File: src/rtl/rf_seq_pkg.sv
// Shared definitions for the register-file sequencer: opcodes, FSM states
// and instruction field positions.
package rf_seq_pkg;

  localparam logic [3:0] OP_NOP  = 4'd0;
  localparam logic [3:0] OP_ADD  = 4'd1;
  localparam logic [3:0] OP_SUB  = 4'd2;
  localparam logic [3:0] OP_AND  = 4'd3;
  localparam logic [3:0] OP_OR   = 4'd4;
  localparam logic [3:0] OP_XOR  = 4'd5;
  localparam logic [3:0] OP_MOV  = 4'd6;
  localparam logic [3:0] OP_LDI  = 4'd7;
  localparam logic [3:0] OP_SHL1 = 4'd8;
  localparam logic [3:0] OP_SHR1 = 4'd9;

  localparam int unsigned OP_MSB  = 15;
  localparam int unsigned OP_LSB  = 12;
  localparam int unsigned RD_MSB  = 11;
  localparam int unsigned RD_LSB  = 9;
  localparam int unsigned RS1_MSB = 8;
  localparam int unsigned RS1_LSB = 6;
  localparam int unsigned RS2_MSB = 5;
  localparam int unsigned RS2_LSB = 3;
  localparam int unsigned IMM_MSB = 8;
  localparam int unsigned IMM_LSB = 0;

  typedef enum logic [1:0] {
    IDLE  = 2'd0,
    READ  = 2'd1,
    EXEC  = 2'd2,
    WRITE = 2'd3
  } state_t;

endpackage

File: src/rtl/rf_alu16.sv
// Combinational 16-bit ALU for the sequencer; reports whether the opcode
// writes back, whether it updates carry, and whether it is illegal.
module rf_alu16
  import rf_seq_pkg::*;
(
  input  logic [3:0]  opcode,
  input  logic [15:0] op_a,
  input  logic [15:0] op_b,
  input  logic [8:0]  imm,
  output logic [15:0] result,
  output logic        carry,
  output logic        carry_valid,
  output logic        writes,
  output logic        illegal
);

  logic [16:0] sum;

  assign sum = {1'b0, op_a} + {1'b0, op_b};

  always_comb begin
    result      = '0;
    carry       = 1'b0;
    carry_valid = 1'b0;
    writes      = 1'b1;
    illegal     = 1'b0;
    case (opcode)
      OP_NOP:  writes = 1'b0;
      OP_ADD:  begin
        result      = sum[15:0];
        carry       = sum[16];
        carry_valid = 1'b1;
      end
      OP_SUB:  begin
        result      = op_a - op_b;
        carry       = (op_a < op_b);
        carry_valid = 1'b1;
      end
      OP_AND:  result = op_a & op_b;
      OP_OR:   result = op_a | op_b;
      OP_XOR:  result = op_a ^ op_b;
      OP_MOV:  result = op_a;
      OP_LDI:  result = {7'd0, imm};
      OP_SHL1: begin
        result      = {op_a[14:0], 1'b0};
        carry       = op_a[15];
        carry_valid = 1'b1;
      end
      OP_SHR1: begin
        result      = {1'b0, op_a[15:1]};
        carry       = op_a[0];
        carry_valid = 1'b1;
      end
      default: begin
        writes  = 1'b0;
        illegal = 1'b1;
      end
    endcase
  end

endmodule

File: src/rtl/rf_seq_ctrl.sv
// Register-file sequencer: accepts one instruction, reads operands, executes
// in rf_alu16 and writes back, pulsing done (and err for illegal opcodes).
module rf_seq_ctrl
  import rf_seq_pkg::*;
(
  input  logic        clk,
  input  logic        reset,
  input  logic        in_valid,
  output logic        in_ready,
  input  logic [15:0] instr,
  output logic [2:0]  rf_rd_addr_a,
  output logic [2:0]  rf_rd_addr_b,
  output logic [2:0]  rf_wr_addr,
  output logic        rf_wr,
  output logic [15:0] rf_d_in,
  input  logic [15:0] rf_d_out_a,
  input  logic [15:0] rf_d_out_b,
  output logic        done,
  output logic        err,
  output logic        flag_z,
  output logic        flag_c
);

  state_t      state;
  logic [15:0] ir;
  logic [15:0] op_a;
  logic [15:0] op_b;

  logic [15:0] alu_result;
  logic        alu_carry;
  logic        alu_carry_valid;
  logic        alu_writes;
  logic        alu_illegal;

  rf_alu16 u_alu (
    .opcode      (ir[OP_MSB:OP_LSB]),
    .op_a        (op_a),
    .op_b        (op_b),
    .imm         (ir[IMM_MSB:IMM_LSB]),
    .result      (alu_result),
    .carry       (alu_carry),
    .carry_valid (alu_carry_valid),
    .writes      (alu_writes),
    .illegal     (alu_illegal)
  );

  assign in_ready = (state == IDLE) && !reset;

  // Read addresses are loaded straight from instr on accept so they are
  // already valid throughout READ.
  always_ff @(posedge clk) begin
    if (reset) begin
      state        <= IDLE;
      ir           <= '0;
      op_a         <= '0;
      op_b         <= '0;
      rf_rd_addr_a <= '0;
      rf_rd_addr_b <= '0;
      rf_wr_addr   <= '0;
      rf_d_in      <= '0;
      rf_wr        <= 1'b0;
      done         <= 1'b0;
      err          <= 1'b0;
      flag_z       <= 1'b0;
      flag_c       <= 1'b0;
    end else begin
      case (state)
        IDLE: begin
          if (in_valid) begin
            ir           <= instr;
            rf_rd_addr_a <= instr[RS1_MSB:RS1_LSB];
            rf_rd_addr_b <= instr[RS2_MSB:RS2_LSB];
            state        <= READ;
          end
        end
        READ: begin
          op_a  <= rf_d_out_a;
          op_b  <= rf_d_out_b;
          state <= EXEC;
        end
        EXEC: begin
          if (alu_writes) begin
            rf_wr      <= 1'b1;
            rf_wr_addr <= ir[RD_MSB:RD_LSB];
            rf_d_in    <= alu_result;
            flag_z     <= (alu_result == 16'd0);
          end
          if (alu_carry_valid) begin
            flag_c <= alu_carry;
          end
          done  <= 1'b1;
          err   <= alu_illegal;
          state <= WRITE;
        end
        WRITE: begin
          rf_wr <= 1'b0;
          done  <= 1'b0;
          err   <= 1'b0;
          state <= IDLE;
        end
        default: state <= IDLE;
      endcase
    end
  end

endmodule

File: config.mk
export PLATFORM = sky130hd
export DESIGN_NAME = rf_seq_ctrl
export DESIGN_NICKNAME = d
export VERILOG_FILES = /design/src/rtl/rf_seq_pkg.sv /design/src/rtl/rf_alu16.sv /design/src/rtl/rf_seq_ctrl.sv
export SDC_FILE = /design/constraint.sdc
export NUM_CORES = 1
export LEC_CHECK = 0
export CAP_MARGIN = 20
export CORE_AREA = 2 2 158 160
export DETAILED_ROUTE_END_ITERATION = 10
export DIE_AREA = 0 0 160 162
export PLACE_DENSITY = 0.51
export SLEW_MARGIN = 5
export SYNTH_ARGS = -nofsm -noshare
export SYNTH_HDL_FRONTEND = slang
export SYNTH_SLANG_ARGS = --single-unit
export TNS_END_PERCENT = 20
File: constraint.sdc
create_clock -name clk -period 2.88 [get_ports clk]
set_clock_uncertainty 0.1 [all_clocks]
set_input_delay 0.576 -clock clk [delete_from_list [all_inputs] [get_ports clk]]
set_output_delay 0.576 -clock clk [all_outputs]
set_load 0.01 [all_outputs]
==> results of run 1 <==
## how the worst max path moves through the flow
stage                         start                       end  slack [ps]
2_1_floorplan  op_a[0]$_SDFFE_PP0N_       flag_c$_SDFFE_PP0P_          90
3_3_place_gp   op_a[5]$_SDFFE_PP0N_       flag_z$_SDFFE_PP0P_        -140
3_5_place_dp   op_a[0]$_SDFFE_PP0N_       flag_z$_SDFFE_PP0P_        -120
4_1_cts        op_b[1]$_SDFFE_PP0N_  rf_d_in[15]$_SDFFE_PP0P_         -10
5_1_grt        op_a[0]$_SDFFE_PP0N_       flag_z$_SDFFE_PP0P_         -50
6_report       op_b[0]$_SDFFE_PP0N_       flag_z$_SDFFE_PP0P_          50
## kinds of logic (layout without fill, tap and decap cells)
group	count (synthesis)	in the layout
AOI/OAI and AO/OA	214	214
DFF	74	74
and+or+nand+nor	261	261
adders and majority gates	55	55
buffers and inverters	110	272
xor gates and xnor gates	5	5
muxes	37	37
## cells in the mapped netlist, types with 9 or more instances
master / n
nand3b_1: 9
clkbuf_1: 21
o21ai_0: 27
buf_2: 20
o211ai_1: 12
nor2_1: 77
dfxtp_1: 74
nand2_1: 78
a211oi_1: 11
inv_1: 47
a21oi_1: 59
nor2b_1: 15
ha_1: 53
mux2i_1: 36
nor3_1: 19
a22oi_1: 10
## power by group through the flow
stage	Clock, mW	Combinational [mW]	Sequential, mW
finish	1.19	4.38	1.37
global route	1.27	4.75	1.40
CTS	1.23	3.99	1.37
detailed placement	0	3.91	1.39
global placement	0	3.93	1.38
floorplan	0	2.30	1.41
## repair_timing
item	CTS	global route
pin swaps	4	15
endpoints found under the setup margin	6	8
gates resized for setup	13	41
hold endpoints to repair	0	0
setup buffers	0	5
## routing by layer
layer	vias up	share of wire, %
met3	38	4.7
met1	2905	48
met5	-	0
li1	3026	-
met2	181	45
met4	0	2.8
## sequential cells by signal, indices dropped and copies added (netlist names)
signal	flops
rf_wr	1
op_b	16
ir	12
done	1
rf_rd_addr_a	2
flag_c	1
state	2
op_a	16
rf_d_in	16
rf_rd_addr_b	2
flag_z	1
err	1
rf_wr_addr	3
## worst reg2reg max path, delay by kind of cell, from the launching register on
family	cells	cell delay [ps]
and+or+nand+nor	5	820
buffers and inverters	1	150
adders and majority gates	2	630
AOI/OAI and AO/OA	4	740
DFF	1	330
## area by class of cell
class                      instances  area [sq um]
fill                            2583         15600
clock inverter                     4          51.3
tap                              324           405
timing repair buffer             210          1800
sequential                        74          1480
multi-input combinational        572          4310
clock buffer                      11           253
inverter                          47           176
==> summary.md, run 1 <==
| Metric | Value |
|---|---|
| Outcome | finished clean |
| Worst Hold Margin | 342 ps |
| Origin of the critical flop-to-flop path | op_b[0]$_SDFFE_PP0N_ |
| Crit path arrival time | 3030 ps |
| Sort of element at the end of the critical path | flip-flop |
| Largest family of logic cells by synthesized area | compound AO/OA/AOI/OAI gates |
| Time the worst path needs with I/O delays and setup | 2830 ps |
| Commonest non-fill, non-tap cell in the layout | buf_4 |
| Average wire length per cell after detail routing | 17.7 microns |
| Post-Syn Area | 0.00601 sq mm |
| Mean cell area of the mapped netlist | 7.94 sq um |
| Instance count on the critical path | 12 |
| Share of layout cells above drive strength 1 | 22.9% |
| Total negative slack for setup checks | 0 ps |
| Fmax | 0.353 GHz |
| Number of maximum-capacitance violations | 0 |
| Synthesized instance count | 756 |
| Crit-path cells | buf_4 -> ha_1 -> fa_2 -> o21bai_4 -> and2_4 -> o21ai_1 -> nor3b_4 -> o311a_1 -> a2bb2oi_1 -> and4bb_1 -> nand4_1 -> nand2_1 |
| Drt via density | 4.95 |
| Maximum number of pins on one net before global-route repair | 40 |
| Reg2reg setup slack | 50 ps |
| Via Count | 6150 |
| Final weighted congestion of routability-driven global placement | 0.886 |
| Portion of the clock cycle consumed by the worst path in the final layout | 98.3% |
| Cell class contributing the biggest share of worst-path delay | simple AND/OR/NAND/NOR gates |
| Number of antenna cells inserted | 0 |
| Share of synthesized cell area in full adder, half adder and majority cells | 11.7% |
| Buffer levels on the longest clock path | 2 |
| Clock tree from TritonCTS | done |
| End of the worst register-to-register path | flag_z$_SDFFE_PP0P_ |
| Number of routed nets with antenna violations | 0 |
| Post-DP HPWL | 17.1 mm |
| GR Util All Layers | 16.7% |
| Final WL | 22.0 mm |
| Setup slack after placement | -119 ps |
| Finished Layout Cells | 1242 |
| Fraction of power consumed by sequential logic | 19.7% |
| Die W | 160 microns |
| Grt met1 use | 23.0% |
| Final standard cell area without fillers | 0.00848 sq mm |
| Fin worst setup slack | 50.1 ps |
| Standard-cell row count | 57 |
| Largest fanout on the critical path | 5 |
| Synth top area share | 24.7% |
| Via count of the first global-routing pass | 5887 |
| Yosys warning count | 0 |
| Die area | 0.0259 sq mm |
| TritonCTS Sinks | 74 |
| Share of the core filled with cells | 35.2% |
| Fraction of registers with async set or reset after synthesis | 0% |
| Hold Buf Count CTS | 0 |
| Leading cell types in the layout, fill and taps excluded | buf_4 (127), clkdlybuf4s50_1 (80), nand2_1 (78) |
| Relative contribution of the clock network to total power | 17.1% |
| I/O Buffers | 81 |
| Flip-flop and latch count after synthesis | 74 |
| Final hold viol count | 0 |
| End point of the most critical hold path | rf_wr_addr[1]$_SDFFE_PP0P_ |
| GRT overflow | 0 |
| Post-synthesis mux area share | 6.19% |
| Distinct cell type count after synthesis | 91 |
| Post-synthesis sequential area ratio | 24.7% |
| Cell at the slowest stage of the critical path | fa_2 |
| 1st-iter DRT viols | 460 |
| Sum of internal, switching and leakage power | 6.94 mW |
| DP Area | 0.00782 sq mm |
| Biggest area contributors in the synthesized netlist | dfxtp_1 (25%), ha_1 (11%), mux2i_1 (6.0%), a21oi_1 (4.9%), nand2_1 (4.9%) |
| Count of final setup violators | 0 |
| Effective utilization at floorplan | 24.9% |
| Maximum level of the CTS H-tree | 3 |
| Core area | 0.0241 sq mm |
| Worst Path Required | 3080 ps |
| Global-route track usage on met2 | 26.5% |
| DRC violations left | 0 |
| GRT met3 Usage | 2.86% |
| Layer with the highest usage after global routing | met2 |
| Worst Min Path Start | ir[10]$_SDFFE_PP0P_ |
| Antenna violations before repair | 0 |
| EDFF count, synth | 0 |
| Cell area power density | 819 mW/mm^2 |
| Number of top-level pins | 82 |
| Clock-pin slew on the worst setup and hold paths | 70 ps |
| Internal portion of total power | 3.99 mW |
| Cell count after placement | 1222 |
| Worst-margin pin slew | 605 ps |
| Simple-gate portion of the synthesized area | 22.2% |
| Total Nets Final | 1020 |
| Worst IR Drop VDD | 0.000350 V |
| First-pass GRT wire length | 33.9 mm |
| CTS buffer count | 9 |
| Sw Ratio | 42.6% |
| Area delta synth->final | 41.2% |
| Number of iterations in the first detailed-routing pass | 5 |
| CP bufs+invs | 1 |
| R2r worst-path depth | 12 |
| Master cell of the clock root buffer | clkbuf_16 |
| Hold/Removal Path Class | flip-flop to flip-flop |
| Type of the setup path with the least slack | flip-flop to flip-flop |
| Net Count, Synth | 862 |
| Switching component of the power | 2.96 mW |
| Worst path max stage delay | 400 ps |
| Die height | 162 microns |
| Unrepaired setup endpoints after global routing | yes |
| Primary FF master, synth | dfxtp_1 |
| CP Launch Type | flip-flop |
| Synthesized-area fraction occupied by xor and xnor cells | 0.729% |
| Logic pwr share | 63.1% |
| Skew-Pair Late Insertion Delay | 350 ps |
| Static Leak | 3.27 nW |
| Count of final max-slew check failures | 0 |
| Cell type with the highest aggregate area in the netlist | dfxtp_1 |
| Normalized max-slew margin | 59.6% |
| Fraction of the mapped netlist area in compound gates | 25.6% |
| Number of cells on the worst hold path | 2 |
Power figures use the tool's default switching activity.
==> run 2, diff against run 1 <==
Settings changed: ABC_CLOCK_PERIOD_IN_PS set to 2880.
==> results of run 2 <==
No change in the layout: final DEF, timing and power equal those of run 1.
==> run 3, diff against run 2 <==
Settings changed: CTS_CLUSTER_DIAMETER set to 80.
==> results of run 3 <==
No change in the layout: final DEF, timing and power equal those of run 1.
